**src/rtl/fast_square_tx_stepper.sv**
```systemverilog
// Stepped-frequency quadrature square-wave transmitter that follows a remote
// sweep controller's arm line and frequency-step strobe.
module fast_square_tx_stepper #(
   parameter int unsigned        NUM_FREQ_STEPS = 32,
   parameter int unsigned        STEP_W         = 5,
   parameter logic [31:0]        PHASE_INC_BASE = 32'h0100_0000,
   parameter logic [31:0]        PHASE_INC_STEP = 32'h0008_0000,
   parameter logic signed [15:0] AMP            = 16'sd8192,
   parameter int unsigned        GUARD_TICKS    = 64
) (
   input  logic                     clock,
   input  logic                     reset_n,
   input  logic                     enable,
   input  logic                     ext_arm,
   input  logic                     ext_freq_step,
   output logic signed [15:0]       i_out,
   output logic signed [15:0]       q_out,
   output logic                     tx_active,
   output logic [STEP_W-1:0]        step_index,
   output logic                     step_overrun
);

   localparam int unsigned GCNT_W = (GUARD_TICKS > 1) ? $clog2(GUARD_TICKS) : 1;
   localparam logic [GCNT_W-1:0] GUARD_LAST = GCNT_W'(GUARD_TICKS - 1);
   localparam logic [STEP_W-1:0] LAST_STEP  = STEP_W'(NUM_FREQ_STEPS - 1);

   typedef enum logic [1:0] {
      ST_IDLE  = 2'd0,
      ST_GUARD = 2'd1,
      ST_TONE  = 2'd2
   } state_t;

   function automatic logic signed [15:0] square_level(input logic negative);
      return negative ? -AMP : AMP;
   endfunction

   logic arm_meta_q, arm_meta_d;
   logic arm_sync_q, arm_sync_d;
   logic step_meta_q, step_meta_d;
   logic step_sync_q, step_sync_d;
   logic step_prev_q, step_prev_d;
   logic step_edge_q, step_edge_d;

   state_t              state_q, state_d;
   logic [GCNT_W-1:0]   gcnt_q, gcnt_d;
   logic [STEP_W-1:0]   idx_q, idx_d;
   logic [31:0]         phase_q, phase_d;
   logic [31:0]         inc_q, inc_d;
   logic                ovr_q, ovr_d;
   logic signed [15:0]  i_q, i_d;
   logic signed [15:0]  q_q, q_d;
   logic                act_q, act_d;
   logic                armed;

   // Input conditioning: both remote lines are asynchronous to clk64.
   always_comb begin
      arm_meta_d  = ext_arm;
      arm_sync_d  = arm_meta_q;
      step_meta_d = ext_freq_step;
      step_sync_d = step_meta_q;
      step_prev_d = step_sync_q;
      step_edge_d = step_sync_q & ~step_prev_q;
   end

   assign armed = arm_sync_q & enable;

   // Sweep controller; a disarm takes priority over any pending step.
   always_comb begin
      state_d = state_q;
      gcnt_d  = gcnt_q;
      idx_d   = idx_q;
      phase_d = phase_q;
      inc_d   = inc_q;
      ovr_d   = ovr_q;

      if (!armed) begin
         state_d = ST_IDLE;
         gcnt_d  = '0;
         idx_d   = '0;
         phase_d = '0;
         inc_d   = PHASE_INC_BASE;
         ovr_d   = 1'b0;
      end else begin
         unique case (state_q)
            ST_IDLE: begin
               state_d = ST_GUARD;
               gcnt_d  = '0;
               phase_d = '0;
            end
            ST_GUARD: begin
               phase_d = '0;
               if (step_edge_q) begin
                  ovr_d = 1'b1;
               end
               if (gcnt_q == GUARD_LAST) begin
                  state_d = ST_TONE;
                  gcnt_d  = '0;
               end else begin
                  gcnt_d = gcnt_q + GCNT_W'(1);
               end
            end
            ST_TONE: begin
               if (step_edge_q) begin
                  state_d = ST_GUARD;
                  gcnt_d  = '0;
                  phase_d = '0;
                  if (idx_q == LAST_STEP) begin
                     idx_d = '0;
                     inc_d = PHASE_INC_BASE;
                  end else begin
                     idx_d = idx_q + STEP_W'(1);
                     inc_d = inc_q + PHASE_INC_STEP;
                  end
               end else begin
                  phase_d = phase_q + inc_q;
               end
            end
            default: begin
               state_d = ST_IDLE;
            end
         endcase
      end
   end

   // Two phase MSBs give I and a quarter-period-shifted Q without any multiplier.
   always_comb begin
      i_d   = 16'sd0;
      q_d   = 16'sd0;
      act_d = 1'b0;
      if (state_q == ST_TONE) begin
         i_d   = square_level(phase_q[31]);
         q_d   = square_level(phase_q[31] ^ phase_q[30]);
         act_d = 1'b1;
      end
   end

   always_ff @(posedge clock or negedge reset_n) begin
      if (!reset_n) begin
         arm_meta_q  <= 1'b0;
         arm_sync_q  <= 1'b0;
         step_meta_q <= 1'b0;
         step_sync_q <= 1'b0;
         step_prev_q <= 1'b0;
         step_edge_q <= 1'b0;
         state_q     <= ST_IDLE;
         gcnt_q      <= '0;
         idx_q       <= '0;
         phase_q     <= '0;
         inc_q       <= PHASE_INC_BASE;
         ovr_q       <= 1'b0;
         i_q         <= 16'sd0;
         q_q         <= 16'sd0;
         act_q       <= 1'b0;
      end else begin
         arm_meta_q  <= arm_meta_d;
         arm_sync_q  <= arm_sync_d;
         step_meta_q <= step_meta_d;
         step_sync_q <= step_sync_d;
         step_prev_q <= step_prev_d;
         step_edge_q <= step_edge_d;
         state_q     <= state_d;
         gcnt_q      <= gcnt_d;
         idx_q       <= idx_d;
         phase_q     <= phase_d;
         inc_q       <= inc_d;
         ovr_q       <= ovr_d;
         i_q         <= i_d;
         q_q         <= q_d;
         act_q       <= act_d;
      end
   end

   assign i_out        = i_q;
   assign q_out        = q_q;
   assign tx_active    = act_q;
   assign step_index   = idx_q;
   assign step_overrun = ovr_q;

endmodule
```
**config.mk**
```make
export PLATFORM = sky130hd
export DESIGN_NAME = fast_square_tx_stepper
export DESIGN_NICKNAME = d
export VERILOG_FILES = /design/src/rtl/fast_square_tx_stepper.sv
export SDC_FILE = /design/constraint.sdc
export NUM_CORES = 1
export LEC_CHECK = 0
export CELL_PAD_IN_SITES_DETAIL_PLACEMENT = 0
export CELL_PAD_IN_SITES_GLOBAL_PLACEMENT = 1
export CORE_MARGIN = 10
export CORE_UTILIZATION = 44
export CTS_CLUSTER_DIAMETER = 150
export DETAILED_ROUTE_END_ITERATION = 12
export PLACE_DENSITY = 0.94
export SKIP_LAST_GASP = 1
export SYNTH_ARGS = -nofsm -noshare
export SYNTH_HDL_FRONTEND = slang
export SYNTH_SLANG_ARGS = --single-unit
```
**constraint.sdc**
```tcl
create_clock -name clock -period 2.95 [get_ports clock]
set_input_delay 0.59 -clock clock [delete_from_list [all_inputs] [get_ports clock]]
set_output_delay 0.59 -clock clock [all_outputs]
set_load 0.03 [all_outputs]
```
==> impl_metrics.csv, run 1 <==
group,metric,value,unit
pwr,peakVddDrop,0.276,mV
placement,numPortBuffers,17,
global_routing,grt_pass1_vias,2102,
detailed_routing,drt_first_pass_iters,4,
critical_path,crit_top_cell,"o21a_1",
timing,tightest_slew,573,ps
timing,drv_slew,0,
logic_synthesis,synth_area_per_cell,9.49,sq um
clock_tree,numCtsBuffers,5,
critical_path,worstSetupPathType,"flop to flop",
pwr,clockPowerShare,0.327,
placement,hpwl,4300,um
clock_tree,cts_sinks,49,
timing,whs,241,ps
detailed_routing,ant_nets,0,
pwr,swShare,0.267,
pwr,p_switching,317,uW
final_layout,fillCellCount,634,
global_routing,gr-usage-all-layers,0.115,
floorplanning,core-area,0.00631,sq mm
pwr,p_leak,0.00143,uW
pwr,power_density,387,mW/mm^2
critical_path,end_kind,"flop",
timing,rsz0062_at_grt,"no",
clock_tree,post_cts_buffers,0,
logic_synthesis,synth-seq-area-share,0.430,
floorplanning,die_w,101,um
logic_synthesis,yosysWarnings,0,
critical_path,start_kind,"flop",
detailed_routing,num_vias,2055,
detailed_routing,routed_wl,5640,um
pwr,pwr-share-seq,0.577,
logic_synthesis,synth_edf_count,0,
clock_tree,hold_buffers,0,
placement,place_area,0.00299,sq mm
detailed_routing,wl_met2,2810,um
timing,fin_crit_sh,0.738,
detailed_routing,viasPerCell,5.19,
clock_tree,cts-htree-levels,2,
floorplanning,fp-row-count,29,
global_routing,grt_pass1_wl,9690,um
detailed_routing,drt_iter0_drc,108,
detailed_routing,wl_met3,162,um
final_layout,nets,343,
global_routing,grt_max_degree,29,
timing,fmax,0.459,GHz
placement,gp_congestion,0.830,
critical_path,r2r_setup_slack,770,ps
clock_tree,cts.path.max_buffers,2,
global_routing,grt-ovfl-total,0,
final_layout,area_delta_synth_final,7.49,%
floorplanning,dieArea,0.0101,sq mm
logic_synthesis,synthesis.area,0.00286,sq mm
final_layout,utilization,0.486,
critical_path,timing.rr.start,"inc_q[24]$_DFFE_PN1P_",
detailed_routing,top_layer,"met4",
final_layout,drive_above_1_share,0.0470,
floorplanning,die_height,101,um
critical_path,r2r_end,"phase_q[31]$_DFFE_PN0P_",
detailed_routing,met1_length,2610,um
critical_path,path_cells,"ha_1 -> o21a_1 -> o211ai_1 -> o21a_1 -> or3_1 -> and3_1 -> a211o_1",
clock_tree,post_cts_resize_count,0,
timing,fin_skew,5.86,ps
final_layout,finalInstanceArea,0.00307,sq mm
floorplanning,ios,44,
timing,fin_crit,2180,ps
timing,setup_viol,0,
pwr,power_frac_comb,0.096,
flow_run,drv_cap,0,
worst_hold_path,hp-class,"input port to async pin",
logic_synthesis,synth.distinct_cells,42,
critical_path,path_max_fanout,7,
logic_synthesis,syn_inst,301,
timing,maxSlewHeadroom,0.615,
floorplanning,initial_core_util,0.452,
timing,final_hold_viol_count,0,
critical_path,worst_path_max_delay_cell,"dfstp_2",
critical_path,worstPathArrival,2370,ps
clock_tree,clockRootBuffer,"clkbuf_8",
clock_tree,clk_pin_slew_worst_paths,90,ps
final_layout,diodes,0,
detailed_routing,route.detailed.drc,0,
status,status,"finished clean",
logic_synthesis,ys.flop_type,"dfrtp_1",
detailed_routing,drt-wirelength-per-cell,14.2,um
logic_synthesis,async_reset_ff_frac,1.00,
clock_tree,cts_tree,"yes",
timing,finalSetupTns,0,ps
critical_path,worstPathRequired,3140,ps
logic_synthesis,ys_ff_latch,49,
clock_tree,worstSkewPairLatency,300,ps
critical_path,max_stage_delay,620,ps
critical_path,r2r_cells,7,
pwr,p_int,869,uW
global_routing,antenna_found_initial,0,
## logic make-up after synthesis
kind of cell | synth area share
other | 0.00131
adder cells (fa/ha/maj) | 0.0876
buffers and inverters | 0.0933
AND/OR/NAND/NOR | 0.157
multiplexers | 0.00351
XOR/XNOR | 0.0583
AO/OA/AOI/OAI | 0.169
flip-flops | 0.430
## power groups by stage
stage	Clock, uW	Sequential [uW]	Combinational (uW)
after floorplan	0	698	106
after global placement	0	698	111
after detailed placement	0	698	113
after CTS	403	685	113
after global routing	422	687	124
final	388	685	113
## cell usage after synthesis (all sizes together), types with 4 or more instances
library cell | count | area (sq um)
xor2 | 11 | 96.3
buf | 30 | 225
xnor2 | 8 | 70.1
clkbuf | 4 | 15.0
o21ai | 30 | 150
ha | 20 | 250
and2 | 4 | 25.0
nor2 | 19 | 71.3
inv | 7 | 26.3
dfrtp | 48 | 1200
and3 | 4 | 25.0
nand3 | 8 | 40.0
a21oi | 17 | 85.1
a21o | 6 | 45.0
a22o | 4 | 35.0
nand2 | 37 | 139
o21a | 4 | 30.0
nand4 | 4 | 25.0
## per-layer routing
metal	global-route usage	vias to the layer above
met4	0.0283	0
met2	0.203	28
met3	0.0295	6
met1	0.134	994
met5	0	-
li1	-	1027
## sequential cells by signal, indices dropped and copies added, names as in the netlist
register,count
step_overrun,1
step_prev_q,1
step_meta_q,1
step_index,5
step_prev_d,1
arm_meta_q,1
state_q,2
q_out,1
i_out,2
phase_q,13
step_edge_q,1
gcnt_q,6
inc_q,13
arm_sync_q,1
## worst max-delay path by stage
stage / cells past startpoint / from / endpoint
2_1_floorplan: 7 / inc_q[21]$_DFFE_PN0P_ / phase_q[31]$_DFFE_PN0P_
4_1_cts: 7 / inc_q[22]$_DFFE_PN0P_ / phase_q[29]$_DFFE_PN0P_
3_3_place_gp: 6 / enable / gcnt_q[5]$_DFFE_PN0P_
3_5_place_dp: 6 / enable / gcnt_q[5]$_DFFE_PN0P_
6_report: 7 / inc_q[24]$_DFFE_PN1P_ / phase_q[31]$_DFFE_PN0P_
5_1_grt: 8 / state_q[0]$_DFFE_PN0P_ / inc_q[27]$_DFFE_PN0P_
## stage by stage
stage	std cells	worst slack, ps	total power, uW
final	396	773	1190
after global placement	388	706	808
after global routing	396	518	1230
after floorplan	326	948	804
after detailed placement	388	628	811
after CTS	396	766	1200
## worst max-delay path: cells and delay by family, from the launching register on
kind	cells	cell delay (ps)
flops	1	620
fa+ha+maj	1	230
simple gates	2	470
compound gates	4	750
## area by class of cell
cell class / instances / area, sq um / share of cell area
Sequential cell: 49 / 1230 / 0.400
Timing Repair Buffer: 19 / 180 / 0.0587
Clock inverter: 1 / 7.51 / 0.00245
Clock buffer: 7 / 76.3 / 0.0249
Multi-Input combinational cell: 236 / 1460 / 0.474
Tap cell: 77 / 96.3 / 0.0314
Inverter: 7 / 26.3 / 0.00856
## layout by cell type, fill, tap and decap left out, types with 5 or more instances in the layout
| cell | instances |
|---|---|
| nand2_1 | 37 |
| nand3_1 | 8 |
| inv_1 | 7 |
| dfrtp_1 | 48 |
| a21oi_1 | 17 |
| nor2_1 | 19 |
| clkbuf_8 | 5 |
| a21o_1 | 6 |
| clkdlybuf4s50_1 | 16 |
| conb_1 | 26 |
| ha_1 | 20 |
| xnor2_1 | 8 |
| o21ai_0 | 29 |
| xor2_1 | 11 |
Power figures use the tool's default switching activity.
==> run 2, diff against run 1 <==
CORE_UTILIZATION = 41   (was 44)
PLACE_DENSITY = 0.89   (was 0.94)
clock period = 2.18 ns   (was 2.95 ns; I/O delays follow)
==> impl_metrics.csv, run 2 (same netlist as run 1, synthesis figures left out) <==
group,metric,value,unit
status,status,"finished clean",
placement,post-place-cells,421,
timing,drv_slew,0,
critical_path,start_kind,"flop",
critical_path,path_max_fanout,4,
clock_tree,post_cts_buffers,0,
pwr,p_total,1770,uW
clock_tree,worstSkewPairLatency,300,ps
detailed_routing,route.detailed.drc,0,
clock_tree,cts_tree,"yes",
floorplanning,initial_core_util,0.420,
global_routing,gr-usage-all-layers,0.120,
timing,rsz0062_at_grt,"yes",
clock_tree,clockRootBuffer,"clkbuf_8",
critical_path,end_kind,"flop",
floorplanning,die_w,103,um
critical_path,worst_path_max_delay_cell,"dfrtp_1",
detailed_routing,routed_wl,6000,um
timing,setup_viol,0,
timing,fin_skew,10.5,ps
placement,numPortBuffers,17,
critical_path,max_stage_delay,430,ps
critical_path,cp_top_family,"compound AO/OA/AOI/OAI gates",
flow_run,drv_cap,0,
final_layout,nets,357,
pwr,p_leak,0.00151,uW
detailed_routing,drt_first_pass_iters,4,
final_layout,fillCellCount,651,
final_layout,area_delta_synth_final,13.8,%
timing,tightest_slew,694,ps
final_layout,utilization,0.478,
placement,hpwl,4640,um
critical_path,worstPathArrival,2330,ps
detailed_routing,drt_iter0_drc,84,
final_layout,mostFrequentLayoutCell,"dfrtp_1",
worst_hold_path,hp-class,"input port to async pin",
floorplanning,die_height,103,um
clock_tree,cts.path.max_buffers,2,
floorplanning,core-area,0.00679,sq mm
final_layout,stdcell_count,429,
timing,final_hold_viol_count,0,
timing,fmax,0.466,GHz
pwr,power_density,543,mW/mm^2
critical_path,worstPathRequired,2370,ps
final_layout,top_regs,"inc_q: 13 flops, phase_q: 13 flops, gcnt_q: 6 flops",
critical_path,worstSetupPathType,"flop to flop",
clock_tree,clk_pin_slew_worst_paths,90,ps
detailed_routing,drt-wirelength-per-cell,14.0,um
clock_tree,cts-htree-levels,2,
clock_tree,cts_sinks,49,
timing,fin_crit_sh,0.984,
critical_path,cp_num_buf_inv,0,
pwr,peakVddDrop,0.357,mV
global_routing,grt_pass1_vias,2153,
final_layout,drive_above_1_share,0.0961,
clock_tree,numCtsBuffers,5,
detailed_routing,num_vias,2089,
detailed_routing,viasPerCell,4.87,
timing,maxSlewHeadroom,0.537,
global_routing,antenna_found_initial,0,
floorplanning,ios,44,
global_routing,grt_max_degree,32,
floorplanning,fp-row-count,30,
detailed_routing,ant_nets,0,
global_routing,grt_pass1_wl,10400,um
final_layout,diodes,0,
global_routing,grt-ovfl-total,0,
floorplanning,dieArea,0.0107,sq mm
final_layout,layout_common_cells,"dfrtp_1 (48), nand2_1 (37), o21ai_0 (28), conb_1 (26)",
timing,fin_crit,2150,ps
placement,gp_congestion,0.847,
critical_path,path_cells,"ha_1 -> a21o_1 -> a2111oi_4 -> o21a_1 -> o21ai_0 -> and3_1 -> a211o_1",
run 2: final timing paths:
| path | cells past startpoint | from | slack (ps) | endpoint |
|---|---|---|---|---|
| worst max-delay path | 7 | inc_q[28]$_DFFE_PN0P_ | 30 | phase_q[31]$_DFFE_PN0P_ |
| worst min-delay path | 1 | reset_n | 170 | arm_sync_q$_DFF_PN0_ |
| worst max register to register | 7 | inc_q[28]$_DFFE_PN0P_ | 30 | phase_q[31]$_DFFE_PN0P_ |
| worst min register to register | 0 | step_meta_q$_DFF_PN0_ | 360 | step_prev_d$_DFF_PN0_ |
| max in group asynchronous | 2 | reset_n | 1390 | phase_q[26]$_DFFE_PN0P_ |
| min in group clock | 0 | step_meta_q$_DFF_PN0_ | 360 | step_prev_d$_DFF_PN0_ |
run 2: layout make-up:
cell class / instances / area [sq um] / area share
Inverter: 7 / 26.3 / 0.00809
Clock buffer: 7 / 86.3 / 0.0266
Tap cell: 96 / 120 / 0.0370
Sequential cell: 49 / 1230 / 0.378
Timing Repair Buffer: 33 / 285 / 0.0878
Clock inverter: 1 / 30.0 / 0.00924
Multi-Input combinational cell: 236 / 1470 / 0.454
run 2: power by group:
| group | internal (uW) | total, uW | switching (uW) |
|---|---|---|---|
| sequential | 919 | 927 | 8.11 |
| combinational | 35.5 | 162 | 127 |
| clock | 374 | 677 | 302 |
| total | 1330 | 1770 | 437 |
run 2: metrics by stage:
stage          hold WS, ps  setup TNS [ps]  setup WS (ps)  instance area (sq um)
2_1_floorplan          140               0            178                   2950
3_3_place_gp           343               0            111                   3110
3_5_place_dp           346               0           60.4                   3110
4_1_cts                193               0           31.1                   3230
5_1_grt                212            -142           -142                   3250
6_report               171               0           34.0                   3250
run 2: layer usage:
layer	share of wire	wire, um	global-route usage
met5	0	0	0
met4	0.0065	39	0.0257
met3	0.029	175	0.0246
met2	0.51	3030	0.215
met1	0.46	2750	0.144
run 2: timing repair:
item                       4_1_cts  5_1_grt
gates resized for setup          0        4
hold buffers                     0        0
setup endpoints to repair        0       12
==> run 3, diff against run 2 <==
PLACE_DENSITY = 0.77   (was 0.89)
SLEW_MARGIN = 20   (was not set)
==> impl_metrics.csv, run 3 (same netlist as run 1, synthesis figures left out) <==
group,metric,value,unit
status,status,"finished clean",
final_layout,area_delta_synth_final,14.9,%
final_layout,layout_common_cells,"dfrtp_1 (48), nand2_1 (37), o21ai_0 (28), conb_1 (26), nor2_1 (19)",
floorplanning,ios,44,
floorplanning,fp-row-count,30,
global_routing,antenna_found_initial,0,
critical_path,crit_start,"inc_q[20]$_DFFE_PN0P_",
detailed_routing,drt-wirelength-per-cell,14.1,um
clock_tree,cts-htree-levels,2,
global_routing,grt_pass1_vias,2072,
critical_path,start_kind,"flop",
detailed_routing,ant_nets,0,
floorplanning,dieArea,0.0107,sq mm
detailed_routing,routed_wl,6100,um
timing,final_hold_viol_count,0,
floorplanning,die_height,103,um
worst_hold_path,hp-class,"input port to async pin",
global_routing,grt-ovfl-total,0,
timing,whs,83.3,ps
pwr,power_frac_comb,0.101,
clock_tree,worstSkewPairLatency,300,ps
flow_run,drv_cap,0,
critical_path,worstSetupPathType,"flop to flop",
floorplanning,initial_core_util,0.420,
final_layout,top_regs,"inc_q: 13 flops, phase_q: 13 flops, gcnt_q: 6 flops",
critical_path,worstPathRequired,2370,ps
placement,numPortBuffers,17,
detailed_routing,drt_iter0_drc,80,
global_routing,met1_usage,0.151,
timing,maxSlewHeadroom,0.635,
global_routing,use_met2,0.196,
detailed_routing,viasPerCell,4.90,
pwr,power_density,495,mW/mm^2
timing,fmax,0.475,GHz
critical_path,worstPathArrival,2300,ps
placement,gp_congestion,0.790,
global_routing,grt_pass1_wl,10000,um
clock_tree,numCtsBuffers,5,
pwr,pwr-share-seq,0.570,
final_layout,fillCellCount,644,
floorplanning,die_w,103,um
final_layout,drive_above_1_share,0.107,
detailed_routing,route.detailed.drc,0,
pwr,swShare,0.271,
placement,hpwl,4710,um
final_layout,mostFrequentLayoutCell,"dfrtp_1",
placement,post-place-cells,422,
global_routing,use_met3,0.0272,
critical_path,timing.rr.start,"inc_q[20]$_DFFE_PN0P_",
final_layout,utilization,0.483,
timing,setup_viol,0,
final_layout,diodes,0,
timing,rsz0062_at_grt,"no",
pwr,p_int,1190,uW
timing,finalSetupTns,0,ps
pwr,p_leak,0.00150,uW
clock_tree,cts_sinks,49,
detailed_routing,drt_first_pass_iters,4,
timing,tightest_slew,544,ps
timing,drv_slew,0,
timing,fin_skew,5.20,ps
clock_tree,clk_pin_slew_worst_paths,90,ps
detailed_routing,num_vias,2110,
final_layout,stdcell_count,431,
timing,fin_crit,2110,ps
critical_path,end_kind,"flop",
pwr,p_total,1630,uW
global_routing,top_usage_layer,"met2",
clock_tree,cts_tree,"yes",
final_layout,nets,359,
clock_tree,cts.path.max_buffers,2,
pwr,clockPowerShare,0.329,
pwr,p_switching,440,uW
floorplanning,core-area,0.00679,sq mm
timing,fin_crit_sh,0.966,
critical_path,path_max_fanout,4,
clock_tree,clockRootBuffer,"clkbuf_8",
global_routing,gr-usage-all-layers,0.117,
global_routing,grt_max_degree,24,
pwr,peakVddDrop,0.315,mV
run 3: area by class of cell:
type / count / area, sq um / area share
clock buffer: 7 / 76.3 / 0.0233
clock inverter: 1 / 7.51 / 0.00229
inverter: 7 / 26.3 / 0.00801
multi-input combinational: 236 / 1510 / 0.460
sequential: 49 / 1230 / 0.374
tap: 96 / 120 / 0.0366
timing repair buffer: 35 / 313 / 0.0953
run 3: repair_timing:
| item | CTS | global route |
|---|---|---|
| gates resized for setup | 0 | 7 |
| setup endpoints to repair | 0 | 3 |
| endpoints found under the hold margin | 0 | 0 |
| hold buffers | 0 | 0 |
| buffers inserted | 0 | 1 |
run 3: metrics by stage:
stage	area [sq um]	setup slack [ps]
global route	3280	0.368
CTS	3220	36.5
global placement	3130	105
floorplan	2950	178
finish	3280	74.2
detailed placement	3130	51.9
run 3: metal layers:
metal / up-vias / share of wire
li1: 1057 / -
met1: 1015 / 0.46
met2: 30 / 0.51
met3: 8 / 0.028
met4: 0 / 0.011
met5: - / 0
run 3: critical path: stages, from the launching register on:
cell and delay, ps:
dfrtp_1 440, ha_4 300, a21oi_1 80, o211a_1 250, o21a_1 170, or3_1 330, and3_1 160, a211o_1 260
run 3: worst paths after layout:
check,to,slack [ps],cells past startpoint
setup / recovery,phase_q[31]$_DFFE_PN0P_,70,7
hold / removal,phase_q[23]$_DFFE_PN0P_,80,1
setup reg to reg,phase_q[31]$_DFFE_PN0P_,70,7
hold reg to reg,arm_sync_q$_DFF_PN0_,360,0
max in group asynchronous,inc_q[24]$_DFFE_PN1P_,1510,2
min in group clock,arm_sync_q$_DFF_PN0_,360,0
run 3: power by group through the flow:
stage | clock network [uW] | logic (uW) | registers, uW
final | 534 | 165 | 927
after CTS | 555 | 165 | 927
after floorplan | 0 | 143 | 945
after global routing | 592 | 180 | 928
after global placement | 0 | 164 | 944
after detailed placement | 0 | 165 | 945
